`src/rtl/ram_dp_param.sv`:
```
// ============================================================================
// Module      : ram_dp_param
// Description : Dual-port distributed RAM (one write/read port, one read port)
//               with reset-driven clear sequencer, optional registered
//               write-first outputs and a write/read collision flag.
// Revision    : 1.0 - initial release
// ============================================================================
`default_nettype none

module ram_dp_param #(
    parameter int               WIDTH     = 8,
    parameter int               ADDR_W    = 4,
    parameter logic [WIDTH-1:0] INIT_WORD = '0,
    parameter bit               OUT_REG   = 1'b0
) (
    input  logic              WCLK,
    input  logic              RST,
    input  logic              WE,
    input  logic [ADDR_W-1:0] A,
    input  logic [WIDTH-1:0]  D,
    input  logic [ADDR_W-1:0] DPRA,
    output logic [WIDTH-1:0]  SPO,
    output logic [WIDTH-1:0]  DPO,
    output logic              BUSY,
    output logic              COLL
);

    localparam int                DEPTH    = 1 << ADDR_W;
    localparam logic [0:0]        ST_CLEAR = 1'b0;
    localparam logic [0:0]        ST_READY = 1'b1;
    localparam logic [ADDR_W-1:0] CNT_LAST = ADDR_W'(DEPTH - 1);

    logic [0:0]        state_q, state_d;
    logic [ADDR_W-1:0] cnt_q, cnt_d;
    logic              coll_q, coll_d;

    logic              ready;
    logic              a_match;
    logic              mem_we;
    logic [ADDR_W-1:0] mem_waddr;
    logic [WIDTH-1:0]  mem_wdata;
    logic [WIDTH-1:0]  mem [DEPTH];

    // State register
    always_ff @(posedge WCLK) begin
        if (RST) begin
            state_q <= ST_CLEAR;
            cnt_q   <= '0;
            coll_q  <= 1'b0;
        end else begin
            state_q <= state_d;
            cnt_q   <= cnt_d;
            coll_q  <= coll_d;
        end
    end

    // Next-state logic
    always_comb begin
        state_d = state_q;
        cnt_d   = cnt_q;
        case (state_q)
            ST_CLEAR: begin
                cnt_d = cnt_q + ADDR_W'(1);
                if (cnt_q == CNT_LAST) begin
                    state_d = ST_READY;
                end
            end
            ST_READY: state_d = ST_READY;
            default:  state_d = ST_CLEAR;
        endcase
    end

    // Output / memory-write logic: the clear sequencer owns the write port
    // until READY, so user writes are dropped while clearing.
    always_comb begin
        ready     = (state_q == ST_READY);
        a_match   = (DPRA == A);
        coll_d    = ready && WE && a_match;
        mem_we    = 1'b0;
        mem_waddr = A;
        mem_wdata = D;
        if (!RST) begin
            if (ready) begin
                mem_we = WE;
            end else begin
                mem_we    = 1'b1;
                mem_waddr = cnt_q;
                mem_wdata = INIT_WORD;
            end
        end
    end

    always_ff @(posedge WCLK) begin
        if (mem_we) begin
            mem[mem_waddr] <= mem_wdata;
        end
    end

    generate
        if (OUT_REG) begin : g_out_reg
            logic [WIDTH-1:0] spo_q, spo_d;
            logic [WIDTH-1:0] dpo_q, dpo_d;

            always_comb begin
                spo_d = '0;
                dpo_d = '0;
                if (ready) begin
                    spo_d = WE ? D : mem[A];
                    dpo_d = (WE && a_match) ? D : mem[DPRA];
                end
            end

            always_ff @(posedge WCLK) begin
                if (RST) begin
                    spo_q <= '0;
                    dpo_q <= '0;
                end else begin
                    spo_q <= spo_d;
                    dpo_q <= dpo_d;
                end
            end

            assign SPO = spo_q;
            assign DPO = dpo_q;
        end else begin : g_out_comb
            assign SPO = mem[A];
            assign DPO = mem[DPRA];
        end
    endgenerate

    assign BUSY = RST || (state_q == ST_CLEAR);
    assign COLL = coll_q;

endmodule

`default_nettype wire

```
`config.mk`:
```
export PLATFORM = sky130hd
export DESIGN_NAME = ram_dp_param
export DESIGN_NICKNAME = d
export VERILOG_FILES = /design/src/rtl/ram_dp_param.sv
export SDC_FILE = /design/constraint.sdc
export NUM_CORES = 1
export LEC_CHECK = 0
export BUFFER_PORTS_ARGS = -buffer_cell sky130_fd_sc_hd__buf_2
export CELL_PAD_IN_SITES_DETAIL_PLACEMENT = 2
export CELL_PAD_IN_SITES_GLOBAL_PLACEMENT = 2
export CORE_AREA = 2 2 124 126
export CTS_CLUSTER_DIAMETER = 60
export DETAILED_ROUTE_END_ITERATION = 8
export DIE_AREA = 0 0 126 128
export GPL_TIMING_DRIVEN = 0
export PLACE_DENSITY = 0.82
export SYNTH_ARGS = -nofsm -noshare
export SYNTH_HDL_FRONTEND = slang
export SYNTH_SLANG_ARGS = --single-unit
export TNS_END_PERCENT = 50
```
`constraint.sdc`:
```
create_clock -name WCLK -period 4.34 [get_ports WCLK]
set_input_delay 1.085 -clock WCLK [delete_from_list [all_inputs] [get_ports WCLK]]
set_output_delay 1.085 -clock WCLK [all_outputs]
set_load 0.02 [all_outputs]
```
; ---- After elaboration in Yosys (flattened, before gate mapping)
; Memory sizes are Yosys's and may differ from the RTL's.
; Cells that the tools add are included.
[totals]
ff_bits = 6
mem_bits_rw = 128
memories = 1
[classes]
addsub = 1
eq_ne = 2
n_mux = 10
n_bitwise = 1
reduce_logical = 3
[memory_table]
columns = memory, depth, word_bits, rd, rd_clocked_by_memory_dff, write_ports, line_no
row1 = mem, 16, 8, 2, 0, 1, 42  ; logic [WIDTH-1:0] mem [DEPTH];
[ops]
columns = op, n
row1 = $mux 8, 2
row2 = $mux 4, 2
row3 = $mux 1, 5
row4 = $add 4x1->4 const B, 1
row5 = $eq 4x4->1, 1
row6 = $eq 4x4->1 const B, 1
row7 = $logic_and 1x1->1, 2
row8 = $pmux 1 s2, 1
row9 = $logic_or 1x1->1, 1
row10 = $not 1->1, 1

; ---- Longest topological paths before layout
[depth]
ltp_word = 4
depth_mapped = 7
depth_no_buf = 4

; ---- Least setup slack after synthesis
; OpenSTA, ideal clock, no wires.
[synth_path]
path_type = input-to-output
start = in A[0]
end = out SPO[1]
arrival_ns = 2.238
required_time_ns = 3.255
slack_ns = 1.017
path_stages = 5
path_buffers = 2
cell_sequence = buf_2 buf_4 mux4_2 mux2i_1 a21oi_1
[synth_between]
elab_chain_cells = 1
[synth_lines]
columns = element, line_no
row1 = start: declaration, 19  ; input logic [ADDR_W-1:0] A,
row2 = $mem_v2 16x8, -
row3 = end: declaration, 22  ; output logic [WIDTH-1:0] SPO,
; No other way between the ends.

; ---- Final worst setup path
[layout_path]
start = in A[0]
end = out SPO[2]
; Same word-level chain as after synthesis.

==> results.toml <==
[route]
drc = 0
wl_per_cell_um = 30.91
drtPass1Iterations = 5
drt-total-wl_um = 19480
drtIter0Drc = 405
num_vias = 3965
drtAntennaViolNets = 0
routed_via_density = 6.294

[global_route]
track_usage_pct = 25.43
overflow = 0
grt_pass1_wl_um = 28770
grt_pass1_vias = 4328
grt_max_degree = 17
grt_antenna_before_repair = 0

[synthesis]
synth_nets = 399
yosysWarnings = 0
ys_async_sr_fraction_pct = 0
netlist_area_sq_um = 6482
avgSynthCellArea_sq_um = 17.10
synthDistinctLibCells = 36
ys_ff_latch = 134
synth.top_cells.by_area = "edfxtp_1 (59%), mux4_2 (11%), mux4_1 (6.9%)"
synthMuxAreaShare_pct = 24.44
synthAdderAreaFrac_pct = 0.1930
yosys.area.top_type_share_pct = 59.29
synth_top_family_by_area = "multiplexers"
synthCells = 379
synth_xor_area_share_pct = 0.9458
synth_ff_type = "edfxtp_1"
yosysSeqAreaShare_pct = 61.15
synth_edf_count = 128
synth_compound_area_share_pct = 4.767
synth.largest_area_cell = "edfxtp_1"
synthSimpleGateAreaFrac_pct = 5.482

[floorplan]
coreArea_sq_um = 14860
die_y_um = 128
die_width_um = 126
die_area_sq_um = 16130
initial_core_util_pct = 43.61
ios = 37
rows = 45

[critical_path]
cp.arrival_ns = 3.03
start_kind = "input port"
worstSetupEndpointType = "output pin"
crit_required_ns = 3.25
crit_fanout = 10
worstSetupPathType = "input port to output pin"

[placement]
dp_hpwl_um = 13490
port-buffer-count = 31
gp_congestion = 0.8274
dpl.cell_count = 598

[power]
clkPwrFrac_pct = 45.5
switching_share_pct = 22.23
internal_power_uw = 2508
vdd_ir_drop_max_mv = 0.2289
pwr_density_cell_nw_per_um2 = 431.8
p_seq_share_pct = 45.1
pwr-share-comb_pct = 9.4
power_switching_uw = 717.0
cellLeakagePower_uw = 0.002622

[run_status]
status = "finished clean"

[timing]
tightest_slew_ns = 1.132
final.setup.tns_ns = 0
slew_violations = 0
min_period_over_period_pct = 94.87
max_freq_mhz = 242.9
finalClockSkew_ns = 0.006229
layout_min_cycle_time_ns = 4.118
slew_headroom_pct = 24.29
rsz0062_at_grt = "no"
finalHoldViolCount = 0
setup_viol = 0

[hold_path]
holdCritPathClass = "register to register"

[clocking]
post_cts_resized = 0
post_cts_buffers = 0
ctsHoldBuffers = 0
clkTransAtPathRegs_ns = 0.06
cts-buffers-inserted = 17
clockRootBuffer = "clkbuf_16"
cts_htree_levels = 4
cts.sinks = 134
clock_latency_ns = 0.42
cts_tree = "done"
clk_path_buf_depth = 2

[cells_and_area]
final_cell_count_no_fill = 630
diodes = 0
final_cell_mix = "edfxtp_1 (128), buf_2 (42), mux2i_1 (38), mux4_2 (32), a22oi_1 (30)"
area_growth_pct = 15.23
nets = 449
final_common_cell = "edfxtp_1"
drive_above_1_share_pct = 25.57

[run]
drv_cap = 0
## cell type report
cell class	instances	area, sq um
repair buffers	31	155.1
clock buffers	21	440.4
flip-flops and latches	134	3964
clock inverters	11	156.4
plain buffers	30	196.4
well taps	188	235.2
multi-input cells	215	2322
fillers	1332	7395
## power groups by stage
| stage | Clock, uW | Sequential (uW) | Combinational (uW) |
|---|---|---|---|
| 6_report | 1470 | 1460 | 303 |
| 5_1_grt | 1530 | 1460 | 323 |
| 4_1_cts | 1490 | 1450 | 304 |
| 3_5_place_dp | 0 | 1480 | 301 |
| 3_3_place_gp | 0 | 1480 | 289 |
| 2_1_floorplan | 0 | 1470 | 198 |
## flip-flops by register name, indices dropped and copies added, names as in the netlist
name	cells
COLL	1
cnt_q	4
mem	128
ready	1
## path summary, 6_finish.rpt
kind	slack, ns	cells after the start	end	from
min reg2reg	0.58	2	ready$_SDFF_PP0_	cnt_q[3]$_SDFFE_PP0N_
max	0.22	7	SPO[2]	A[0]
min	0.58	2	ready$_SDFF_PP0_	cnt_q[3]$_SDFFE_PP0N_
max reg2reg	1.68	5	mem[14][4]$_DFFE_PP_	ready$_SDFF_PP0_
## critical path, cell delays in order
cell	delay, ns
buf_2	0.16
buf_4	0.23
nor2_1	0.71
a22oi_1	0.25
nand3_1	0.21
o21ai_0	0.16
buf_2	0.22
## synthesized netlist by cell type (2+ instances only)
master	n
a21oi_1	7
a22oi_1	30
and2_1	10
buf_2	11
buf_4	5
buf_6	2
clkbuf_1	7
clkdlybuf4s25_2	3
dfxtp_1	6
edfxtp_1	128
mux2i_1	38
mux4_1	17
mux4_2	32
nand2_1	13
nand2b_1	2
nand3_1	9
nor2_1	24
nor2b_1	5
nor3b_1	2
o21ai_0	7
xnor2_1	4
xor2_1	3
## per-stage QoR
step / hold slack [ns] / setup WS [ns] / utilization (%) / total power (uW) / area (sq um)
final: 0.5831 / 0.2225 / 50.25 / 3225 / 7470
after global routing: 0.6367 / 0.1054 / 50.25 / 3307 / 7470
after CTS: 0.5869 / 0.2856 / 50.25 / 3244 / 7470
after detailed placement: 0.5814 / 0.3133 / 46.24 / 1782 / 6873
after global placement: 0.5698 / 0.3174 / 46.24 / 1767 / 6873
after floorplan: 0.5170 / 1.017 / - / 1672 / 6482
## cell families after synthesis
logic type	count (synthesis)
buffers and inverters	30
multiplexers	89
flip-flops	134
adder cells (fa/ha/maj)	1
XOR/XNOR	7
AND/OR/NAND/NOR	72
AO/OA/AOI/OAI	46
## per-layer routing
metal,GRT usage (%),wire (um),vias to the layer above,share of wire [%]
li1,-,-,1661,-
met1,33.31,7848,2060,40
met2,42.03,9656,208,50
met3,4.967,1395,36,7.2
met4,10.41,575,0,3.0
met5,0,0,-,0
No activity file was read; power rests on OpenSTA's default activity.
